File: src/rtl/instr_encoder_if.sv
// instr_encoder_if: input field bundle and output word/status channel of the
// RV32I instruction encoder. The encoder sits on the slave modport. The
// producer/consumer side sits on the master modport.
interface instr_encoder_if #(
  parameter int CNT_W = 16
);
  // Input channel
  logic             in_valid;
  logic             in_ready;
  logic [2:0]       fmt;
  logic [6:0]       opcode;
  logic [4:0]       rd;
  logic [4:0]       rs1;
  logic [4:0]       rs2;
  logic [2:0]       funct3;
  logic [6:0]       funct7;
  logic [31:0]      imm;

  // Output channel
  logic             out_valid;
  logic             out_ready;
  logic [31:0]      out_word;
  logic             out_err;
  logic [CNT_W-1:0] out_count;
  logic [CNT_W-1:0] err_count;

  modport slave (
    input  in_valid, fmt, opcode, rd, rs1, rs2, funct3, funct7, imm,
    input  out_ready,
    output in_ready,
    output out_valid, out_word, out_err, out_count, err_count
  );

  modport master (
    output in_valid, fmt, opcode, rd, rs1, rs2, funct3, funct7, imm,
    output out_ready,
    input  in_ready,
    input  out_valid, out_word, out_err, out_count, err_count
  );
endinterface

File: src/rtl/instr_encoder.sv
// instr_encoder: 2-stage pipelined RV32I instruction encoder.
// S1 captures the input fields and computes the error flag. S2 holds the packed
// word presented to the consumer. Both stages have full valid/ready backpressure.
// Optional build macro IMM_RANGE_CHECK_EN: when defined, S1 also flags
// immediates that are not representable in the selected format. The word is
// still packed from the truncated bits either way.
module instr_encoder #(
  parameter int CNT_W = 16
) (
  input logic            CLK,
  input logic            RST,
  instr_encoder_if.slave bus
);

  localparam logic [2:0]  FMT_R    = 3'd0;
  localparam logic [2:0]  FMT_I    = 3'd1;
  localparam logic [2:0]  FMT_S    = 3'd2;
  localparam logic [2:0]  FMT_B    = 3'd3;
  localparam logic [2:0]  FMT_U    = 3'd4;
  localparam logic [2:0]  FMT_J    = 3'd5;
  localparam logic [31:0] NOP_WORD = 32'h0000_0013;  // addi x0, x0, 0

  typedef struct packed {
    logic [2:0]  fmt;
    logic [6:0]  opcode;
    logic [4:0]  rd;
    logic [4:0]  rs1;
    logic [4:0]  rs2;
    logic [2:0]  funct3;
    logic [6:0]  funct7;
    logic [31:0] imm;
    logic        err;
  } s1_t;

  // Pipeline state
  logic             s1_valid_q, s1_valid_d;
  s1_t              s1_q, s1_d;
  logic             s2_valid_q, s2_valid_d;
  logic [31:0]      s2_word_q, s2_word_d;
  logic             s2_err_q, s2_err_d;
  logic [CNT_W-1:0] out_cnt_q, out_cnt_d;
  logic [CNT_W-1:0] err_cnt_q, err_cnt_d;

  // Handshake and advance signals
  logic        in_ready;
  logic        in_fire;
  logic        out_fire;
  logic        s2_load;
  logic        err1;
  logic [31:0] pack_word;

  assign out_fire = s2_valid_q && bus.out_ready;
  assign s2_load  = s1_valid_q && (!s2_valid_q || bus.out_ready);
  assign in_ready = !s1_valid_q || s2_load;
  assign in_fire  = bus.in_valid && in_ready;

  // Error flag for the incoming fields: illegal format always, range errors optionally
  always_comb begin
    // NOTE: every always_comb output gets a default first so no path leaves it
    // unassigned; an unassigned path would infer a latch.
    err1 = (bus.fmt > FMT_J);
`ifdef IMM_RANGE_CHECK_EN
    case (bus.fmt)
      FMT_I, FMT_S:
        if ($signed(bus.imm) < -32'sd2048 || $signed(bus.imm) > 32'sd2047)
          err1 = 1'b1;
      FMT_B:
        if ($signed(bus.imm) < -32'sd4096 || $signed(bus.imm) > 32'sd4094 || bus.imm[0])
          err1 = 1'b1;
      FMT_J:
        if ($signed(bus.imm) < -32'sd1048576 || $signed(bus.imm) > 32'sd1048574 ||
            bus.imm[0])
          err1 = 1'b1;
      FMT_U:
        if (bus.imm[11:0] != 12'd0)
          err1 = 1'b1;
      default: ;
    endcase
`endif
  end

  // Pack the S1 fields into an instruction word; illegal formats become a NOP
  always_comb begin
    pack_word = NOP_WORD;
    case (s1_q.fmt)
      FMT_R: pack_word = {s1_q.funct7, s1_q.rs2, s1_q.rs1, s1_q.funct3, s1_q.rd,
                          s1_q.opcode};
      FMT_I: pack_word = {s1_q.imm[11:0], s1_q.rs1, s1_q.funct3, s1_q.rd, s1_q.opcode};
      FMT_S: pack_word = {s1_q.imm[11:5], s1_q.rs2, s1_q.rs1, s1_q.funct3,
                          s1_q.imm[4:0], s1_q.opcode};
      FMT_B: pack_word = {s1_q.imm[12], s1_q.imm[10:5], s1_q.rs2, s1_q.rs1,
                          s1_q.funct3, s1_q.imm[4:1], s1_q.imm[11], s1_q.opcode};
      FMT_U: pack_word = {s1_q.imm[31:12], s1_q.rd, s1_q.opcode};
      FMT_J: pack_word = {s1_q.imm[20], s1_q.imm[10:1], s1_q.imm[11],
                          s1_q.imm[19:12], s1_q.rd, s1_q.opcode};
      default: pack_word = NOP_WORD;
    endcase
  end

  // Next-state for both pipeline stages and the handshake counters
  always_comb begin
    s1_valid_d = s1_valid_q;
    s1_d       = s1_q;
    s2_valid_d = s2_valid_q;
    s2_word_d  = s2_word_q;
    s2_err_d   = s2_err_q;
    out_cnt_d  = out_cnt_q;
    err_cnt_d  = err_cnt_q;

    if (in_fire) begin
      s1_valid_d = 1'b1;
      s1_d = '{fmt: bus.fmt, opcode: bus.opcode, rd: bus.rd, rs1: bus.rs1,
               rs2: bus.rs2, funct3: bus.funct3, funct7: bus.funct7,
               imm: bus.imm, err: err1};
    end else if (s2_load) begin
      s1_valid_d = 1'b0;
    end

    if (s2_load) begin
      s2_valid_d = 1'b1;
      s2_word_d  = pack_word;
      s2_err_d   = s1_q.err;
    end else if (out_fire) begin
      s2_valid_d = 1'b0;
    end

    if (out_fire) begin
      out_cnt_d = out_cnt_q + 1'b1;
      if (s2_err_q)
        err_cnt_d = err_cnt_q + 1'b1;
    end
  end

  // Control state, S2 output registers and counters, cleared by reset
  always_ff @(posedge CLK or posedge RST) begin
    // NOTE: sequential state uses non-blocking assignments so every register
    // samples the values from before the edge, independent of statement order.
    if (RST) begin
      s1_valid_q <= 1'b0;
      s2_valid_q <= 1'b0;
      s2_word_q  <= 32'd0;
      s2_err_q   <= 1'b0;
      out_cnt_q  <= '0;
      err_cnt_q  <= '0;
    end else begin
      s1_valid_q <= s1_valid_d;
      s2_valid_q <= s2_valid_d;
      s2_word_q  <= s2_word_d;
      s2_err_q   <= s2_err_d;
      out_cnt_q  <= out_cnt_d;
      err_cnt_q  <= err_cnt_d;
    end
  end

  // S1 field register
  always_ff @(posedge CLK) begin
    // NOTE: the S1 payload is left out of reset on purpose. It is only observed
    // while s1_valid_q is set, and that flag is reset.
    s1_q <= s1_d;
  end

  assign bus.in_ready  = in_ready;
  assign bus.out_valid = s2_valid_q;
  assign bus.out_word  = s2_word_q;
  assign bus.out_err   = s2_err_q;
  assign bus.out_count = out_cnt_q;
  assign bus.err_count = err_cnt_q;

endmodule

File: src/flat_wrapper.sv
// flat-port wrapper written by rule: the top's interface ports become plain ports
module instr_encoder_flat 
#(
  parameter int CNT_W = 16
)
  (CLK, RST, bus_in_valid, bus_fmt, bus_opcode, bus_rd, bus_rs1, bus_rs2, bus_funct3, bus_funct7, bus_imm, bus_out_ready, bus_in_ready, bus_out_valid, bus_out_word, bus_out_err, bus_out_count, bus_err_count);
  instr_encoder_if #(.CNT_W(CNT_W)) bus_i ();
  input logic CLK;
  input logic RST;
  input wire logic [$bits(bus_i.in_valid)-1:0] bus_in_valid;
  input wire logic [$bits(bus_i.fmt)-1:0] bus_fmt;
  input wire logic [$bits(bus_i.opcode)-1:0] bus_opcode;
  input wire logic [$bits(bus_i.rd)-1:0] bus_rd;
  input wire logic [$bits(bus_i.rs1)-1:0] bus_rs1;
  input wire logic [$bits(bus_i.rs2)-1:0] bus_rs2;
  input wire logic [$bits(bus_i.funct3)-1:0] bus_funct3;
  input wire logic [$bits(bus_i.funct7)-1:0] bus_funct7;
  input wire logic [$bits(bus_i.imm)-1:0] bus_imm;
  input wire logic [$bits(bus_i.out_ready)-1:0] bus_out_ready;
  output wire logic [$bits(bus_i.in_ready)-1:0] bus_in_ready;
  output wire logic [$bits(bus_i.out_valid)-1:0] bus_out_valid;
  output wire logic [$bits(bus_i.out_word)-1:0] bus_out_word;
  output wire logic [$bits(bus_i.out_err)-1:0] bus_out_err;
  output wire logic [$bits(bus_i.out_count)-1:0] bus_out_count;
  output wire logic [$bits(bus_i.err_count)-1:0] bus_err_count;
  assign bus_i.in_valid = bus_in_valid;
  assign bus_i.fmt = bus_fmt;
  assign bus_i.opcode = bus_opcode;
  assign bus_i.rd = bus_rd;
  assign bus_i.rs1 = bus_rs1;
  assign bus_i.rs2 = bus_rs2;
  assign bus_i.funct3 = bus_funct3;
  assign bus_i.funct7 = bus_funct7;
  assign bus_i.imm = bus_imm;
  assign bus_i.out_ready = bus_out_ready;
  assign bus_in_ready = bus_i.in_ready;
  assign bus_out_valid = bus_i.out_valid;
  assign bus_out_word = bus_i.out_word;
  assign bus_out_err = bus_i.out_err;
  assign bus_out_count = bus_i.out_count;
  assign bus_err_count = bus_i.err_count;
  instr_encoder #(.CNT_W(CNT_W)) u_core (.CLK(CLK), .RST(RST), .bus(bus_i));
endmodule
File: config.mk
export PLATFORM = sky130hd
export DESIGN_NAME = instr_encoder_flat
export DESIGN_NICKNAME = d
export VERILOG_FILES = /design/src/rtl/instr_encoder_if.sv /design/src/rtl/instr_encoder.sv /design/src/flat_wrapper.sv
export SDC_FILE = /design/constraint.sdc
export NUM_CORES = 1
export LEC_CHECK = 0
export ABC_CLOCK_PERIOD_IN_PS = 3700
export BUFFER_PORTS_ARGS = -buffer_cell sky130_fd_sc_hd__buf_2
export CAP_MARGIN = 20
export CORE_MARGIN = 2
export CORE_UTILIZATION = 52
export DETAILED_ROUTE_END_ITERATION = 16
export PLACE_DENSITY = 0.77
export RECOVER_POWER = 50
export SYNTH_ARGS = -nofsm -noshare
export SYNTH_HDL_FRONTEND = slang
export SYNTH_SLANG_ARGS = --single-unit
export TNS_END_PERCENT = 100
File: constraint.sdc
create_clock -name CLK -period 3.7 [get_ports CLK]
set_clock_uncertainty 0.2 [all_clocks]
set_input_delay 0.74 -clock CLK [delete_from_list [all_inputs] [get_ports CLK]]
set_output_delay 0.74 -clock CLK [all_outputs]
set_load 0.1 [all_outputs]
## Yosys cells after proc, flatten, opt, wreduce, memory -nomap -nowiden

Cells that the tools add are included.

| storage, ports and cells | value |
|---|---|
| register bits after elaboration | 135 |
| input bits | 71 |
| output and inout port bits | 67 |
| word-level logic and storage cells | 39 |

| operators by class | value |
|---|---|
| $add $sub $neg | 2 |
| magnitude comparators | 1 |
| equal/unequal tests | 5 |
| mux-type cells | 5 |
| reduce and logical (&&, ||, !) cells | 11 |

Operators by type and width:

| kind | count |
|---|---|
| $pmux W32 S6 | 1 |
| $add A16 B1 Y16 const B | 2 |
| $eq A3 B2 Y1 const B | 2 |
| $eq A3 B3 Y1 const B | 2 |
| $mux W1 | 4 |
| $reduce_bool A2 Y1 | 2 |
| $eq A3 B1 Y1 const B | 1 |
| $gt A3 B3 Y1 const B | 1 |
| $logic_and A1 B1 Y1 | 3 |
| $logic_not A3 Y1 | 1 |
| $logic_not A1 Y1 | 2 |
| $logic_or A1 B1 Y1 | 2 |
| $reduce_and A2 Y1 | 1 |

## Longest topological paths before layout

| logic depth | value |
|---|---|
| depth in word-level cells | 6 |
| mapped depth | 6 |
| depth with buffers taken out | 5 |

## Worst setup path before layout

OpenSTA, ideal clock, no wires.

| path | value |
|---|---|
| path type | reg-to-reg |
| start | register u_core.s2_valid_q, in the netlist u_core.bus.out_valid |
| end | register u_core.s1_q[0] in the netlist's numbering (enable) |
| setup time | 0.433 ns |
| arrival | 3.531 ns |
| data required time | 3.067 ns |
| setup slack | -0.464 ns |
| cell stages (with the launch flop) | 3 |
| buffers on the path | 0 |
| period minus slack after synthesis | 4.164 ns |
| path through | dfrtp_1 -> nand3b_1 -> and2_1 |

| between the ends | value |
|---|---|
| word-level cells in the longest chain between the ends | 5 |

Ends and longest elaborated chain:

| item | RTL line | RTL |
|---|---|---|
| from (decl) | instr_encoder.sv:38 | `logic s2_valid_q, s2_valid_d;` |
| from (signal assigned) | instr_encoder.sv:147 | `s2_valid_q <= s2_valid_d;` |
| $logic_not A1 Y1 | instr_encoder.sv:53 | `assign s2_load = s1_valid_q && (!s2_valid_q \|\| bus.out_ready);` |
| $logic_or A1 B1 Y1 | instr_encoder.sv:53 |  |
| $logic_and A1 B1 Y1 | instr_encoder.sv:53 |  |
| $logic_or A1 B1 Y1 | instr_encoder.sv:54 | `assign in_ready = !s1_valid_q \|\| s2_load;` |
| named net bus_in_ready | flat_wrapper.sv:20 | `output wire logic [$bits(bus_i.in_ready)-1:0] bus_in_ready;` |
| $logic_and A1 B1 Y1 | instr_encoder.sv:55 | `assign in_fire = bus.in_valid && in_ready;` |
| named net u_core.in_fire | instr_encoder.sv:46 | `logic in_fire;` |
| to (signal assigned) | instr_encoder.sv:159 | `s1_q <= s1_d;` |
| to (decl) | instr_encoder.sv:37 | `s1_t s1_q, s1_d;` |

The timed path passes the listed nets, and every way through them passes these cells.
A chain may end at the register's enable or synchronous reset.

## Worst setup path in the final report

| path | value |
|---|---|
| start | register u_core.s2_valid_q, in the netlist u_core.bus.out_valid |
| end | output bus_in_ready |

| between the ends | value |
|---|---|
| word-level cells in the longest chain between the ends | 4 |

Ends and longest elaborated chain:

| item | RTL line |
|---|---|
| $logic_not A1 Y1 | instr_encoder.sv:53 |
| $logic_or A1 B1 Y1 | instr_encoder.sv:53 |
| $logic_and A1 B1 Y1 | instr_encoder.sv:53 |
| $logic_or A1 B1 Y1 | instr_encoder.sv:54 |
| to (decl) | flat_wrapper.sv:20 |

No other way between the ends.

==> results.md <==
- Pleak: 2.90 nW
- Slew @ Worst Pin: 1.60 ns
- Final period util: 0.680
- Pwr dens: 763 nW/um^2
- Final hold violations: 0
- Syn nets: 441
- CTS max path bufs: 2
- # nets final: 589
- IO Port Bufs: 137
- Most frequent cells in the layout: buf_2, edfxtp_1, dfrtp_1
- Hpwl dp: 7.42 mm
- Final Max Slew Viols: 44
- Status: finished, violations left
- Slew HR: -0.0661
- Synthesized-area fraction occupied by adder cells: 0.00484
- Critical path arrival: 1.58 ns
- Count of different cell masters after synthesis: 36
- Mapped Cells: 368
- Post-synthesis compound-gate area fraction: 0.0800
- # diodes: 0
- Critical Path Slowest Stage Cell: buf_2
- # setup viols final: 0
- Final ANT Viol Nets: 0
- Clock sink count: 135
- Critical Path RT: 2.76 ns
- Fraction of synthesized cell area in xor and xnor cells: 0.0508
- Initial antenna violation count: 0
- # rows: 36
- Synth Area per Inst: 14.1 sq um
- Vias in the first global route: 3421
- Num CTS Buffers: 17
- CTS H-tree lvls: 4
- Area growth, synth to finish: 27.3%
- Reg area: 3720 sq um
- Die height: 104 um
- DRT iter0 DRCs: 214
- Die area: 10800 sq um
- Die width: 104 um
- Drt pass-1 iters: 4
- Synth area leader: edfxtp_1
- Clk root buf: clkbuf_8
- Clk slew on worst S/H paths: 0.06 ns
- Most common cell after layout, fill and taps aside: buf_2
- Ports: 138
- Fin crit period: 2.52 ns
- WL/cell: 16.1 um
- Vias per cell: 5.22
- Max Freq: 397 MHz
- RSZ-0062 raised after global routing: false
- Buf/Inv on CP: 1
- Simple-gate share of the synthesized area: 0.107
- CTS tree: built
- Gpl congestion: 0.803
- Worst min-delay path category: in2reg
- Area of the multi-input gates: 1340 sq um
- #FFs+latches synth: 135
- Number of max-cap violations: 1
- Kind of critical path: reg2out
- CP peak stage delay: 0.45 ns
- Total grt overflow: 0
- Crit-path cells: nand3b_1 -> buf_2
- Vias: 3456
- Failing checks: max-capacitance violations, max-slew violations
- Filler cell count: 726
- First-pass GRT wire length: 17.2 mm
- DRC errors left: 0
- Worst ir drop on vdd: 0.486 mV
- Total Routing Usage GR: 0.208
- Initial Util: 0.532
- Synth warn: 0
- Crit. End Element: output pin
- Syn Std Cell Area: 5170 sq um
- Pin count of the biggest net entering global routing: 44
- Setup TNS: 0 ns
- Area contributors post-synth: edfxtp_1, dfrtp_1, xnor2_1, nor2_1, a221oi_1
- CP Launch Type: flop
- CP Max Fanout: 7
- Hold_ws: 0.192 ns
- Share of layout cells above drive strength 1: 0.325
- Core area: 9730 sq um
- WL final: 10.6 mm
- Sequential area share after synthesis: 0.719
- Largest family of logic cells by synthesized area: simple AND/OR/NAND/NOR gates
- Post CTS Setup Buffer Count: 0
- Clock latency on the worst-skew pair: 0.52 ns
- Resized cells post-CTS: 0
- Critical path's top delay family: buffers and inverters
- Synth top area share: 0.395
- Hold-fix buffers, CTS: 0
- Proportion of synthesized area in mux cells: 0.0239
per-layer routing:
layer,GRT usage,up-vias,share of wire
met2,0.340,139,0.50
li1,-,1643,-
met5,0,-,0
met3,0.0661,15,0.062
met4,0.0801,0,0.015
met1,0.260,1659,0.42
worst register-to-register path, cell delays in order (launching register included):
cell and delay (ns):
edfxtp_1 0.83, inv_1 0.39, nor2_1 0.53, a221oi_1 0.18, nor2_1 0.13
logic make-up (layout without fill, tap and decap cells):
| family | count (synthesis) | in the layout |
|---|---|---|
| compound gates | 57 | 57 |
| flops | 135 | 135 |
| mux | 12 | 12 |
| buf+inv | 18 | 179 |
| simple gates | 114 | 114 |
| fa+ha+maj | 2 | 2 |
| xor+xnor | 30 | 30 |
flip-flops by register name, summed over array words and instances, names as in the netlist:
name	cells
u_core.bus.out_count	16
u_core.bus.out_err	1
u_core.bus.out_word	32
u_core.s1_q	68
u_core.bus.out_valid	1
u_core.bus.err_count	16
u_core.s1_valid_q	1
worst paths after layout:
| path | start | endpoint | slack, ns | cells after the start |
|---|---|---|---|---|
| max | u_core.bus.out_valid | bus_in_ready | 1.18 | 2 |
| min | bus_funct7[6] | u_core.s1_q[39] | 0.19 | 1 |
| max reg2reg | u_core.s1_q[67] | u_core.bus.out_word[15] | 1.37 | 4 |
| min reg2reg | u_core.s1_q[0] | u_core.bus.out_err | 0.25 | 2 |
| max in group asynchronous | RST | u_core.bus.err_count[5] | 1.30 | 3 |
| min in group asynchronous | RST | u_core.bus.out_word[1] | 0.51 | 2 |
final cells by class:
type	instances	share of cell area
clock buffers	18	0.0635
flip-flops and latches	135	0.565
clock inverters	14	0.0314
inverters	4	0.00228
repair buffers	143	0.109
well taps	133	0.0253
multi-input cells	215	0.204
synth_stat cells, drive strengths merged:
| master | number |
|---|---|
| buf | 7 |
| nor4 | 2 |
| mux2 | 3 |
| nand2b | 3 |
| nand2 | 29 |
| nand4 | 9 |
| nor2 | 46 |
| ha | 2 |
| inv | 4 |
| mux2i | 9 |
| o21ai | 14 |
| nand3b | 1 |
| nand3 | 12 |
| a22o | 8 |
| nor2b | 1 |
| and4 | 2 |
| or2 | 1 |
| clkbuf | 7 |
| a21oi | 7 |
| a221oi | 18 |
| o22a | 3 |
| xnor2 | 22 |
| nor3 | 1 |
| edfxtp | 68 |
| a31oi | 1 |
| dfrtp | 67 |
| and2 | 4 |
| xor2 | 8 |
| and3 | 3 |
| a211oi | 2 |
| a22oi | 4 |
power breakdown:
| group | internal, mW | total, mW | switching (mW) |
|---|---|---|---|
| logic | 0.226 | 1.35 | 1.12 |
| clock network | 1.15 | 1.76 | 0.608 |
| registers | 1.76 | 1.92 | 0.152 |
per-stage QoR:
stage	utilization	instances	setup WS (ns)	instance area, sq um	total power, mW
2_1_floorplan	-	368	0.0851	5170	3.03
3_3_place_gp	0.618	630	1.12	6010	3.28
3_5_place_dp	0.618	630	1.07	6010	3.31
4_1_cts	0.682	662	1.14	6640	5.07
5_1_grt	0.677	662	0.860	6590	5.21
6_report	0.677	662	1.18	6590	5.03
Power figures use the tool's default switching activity.
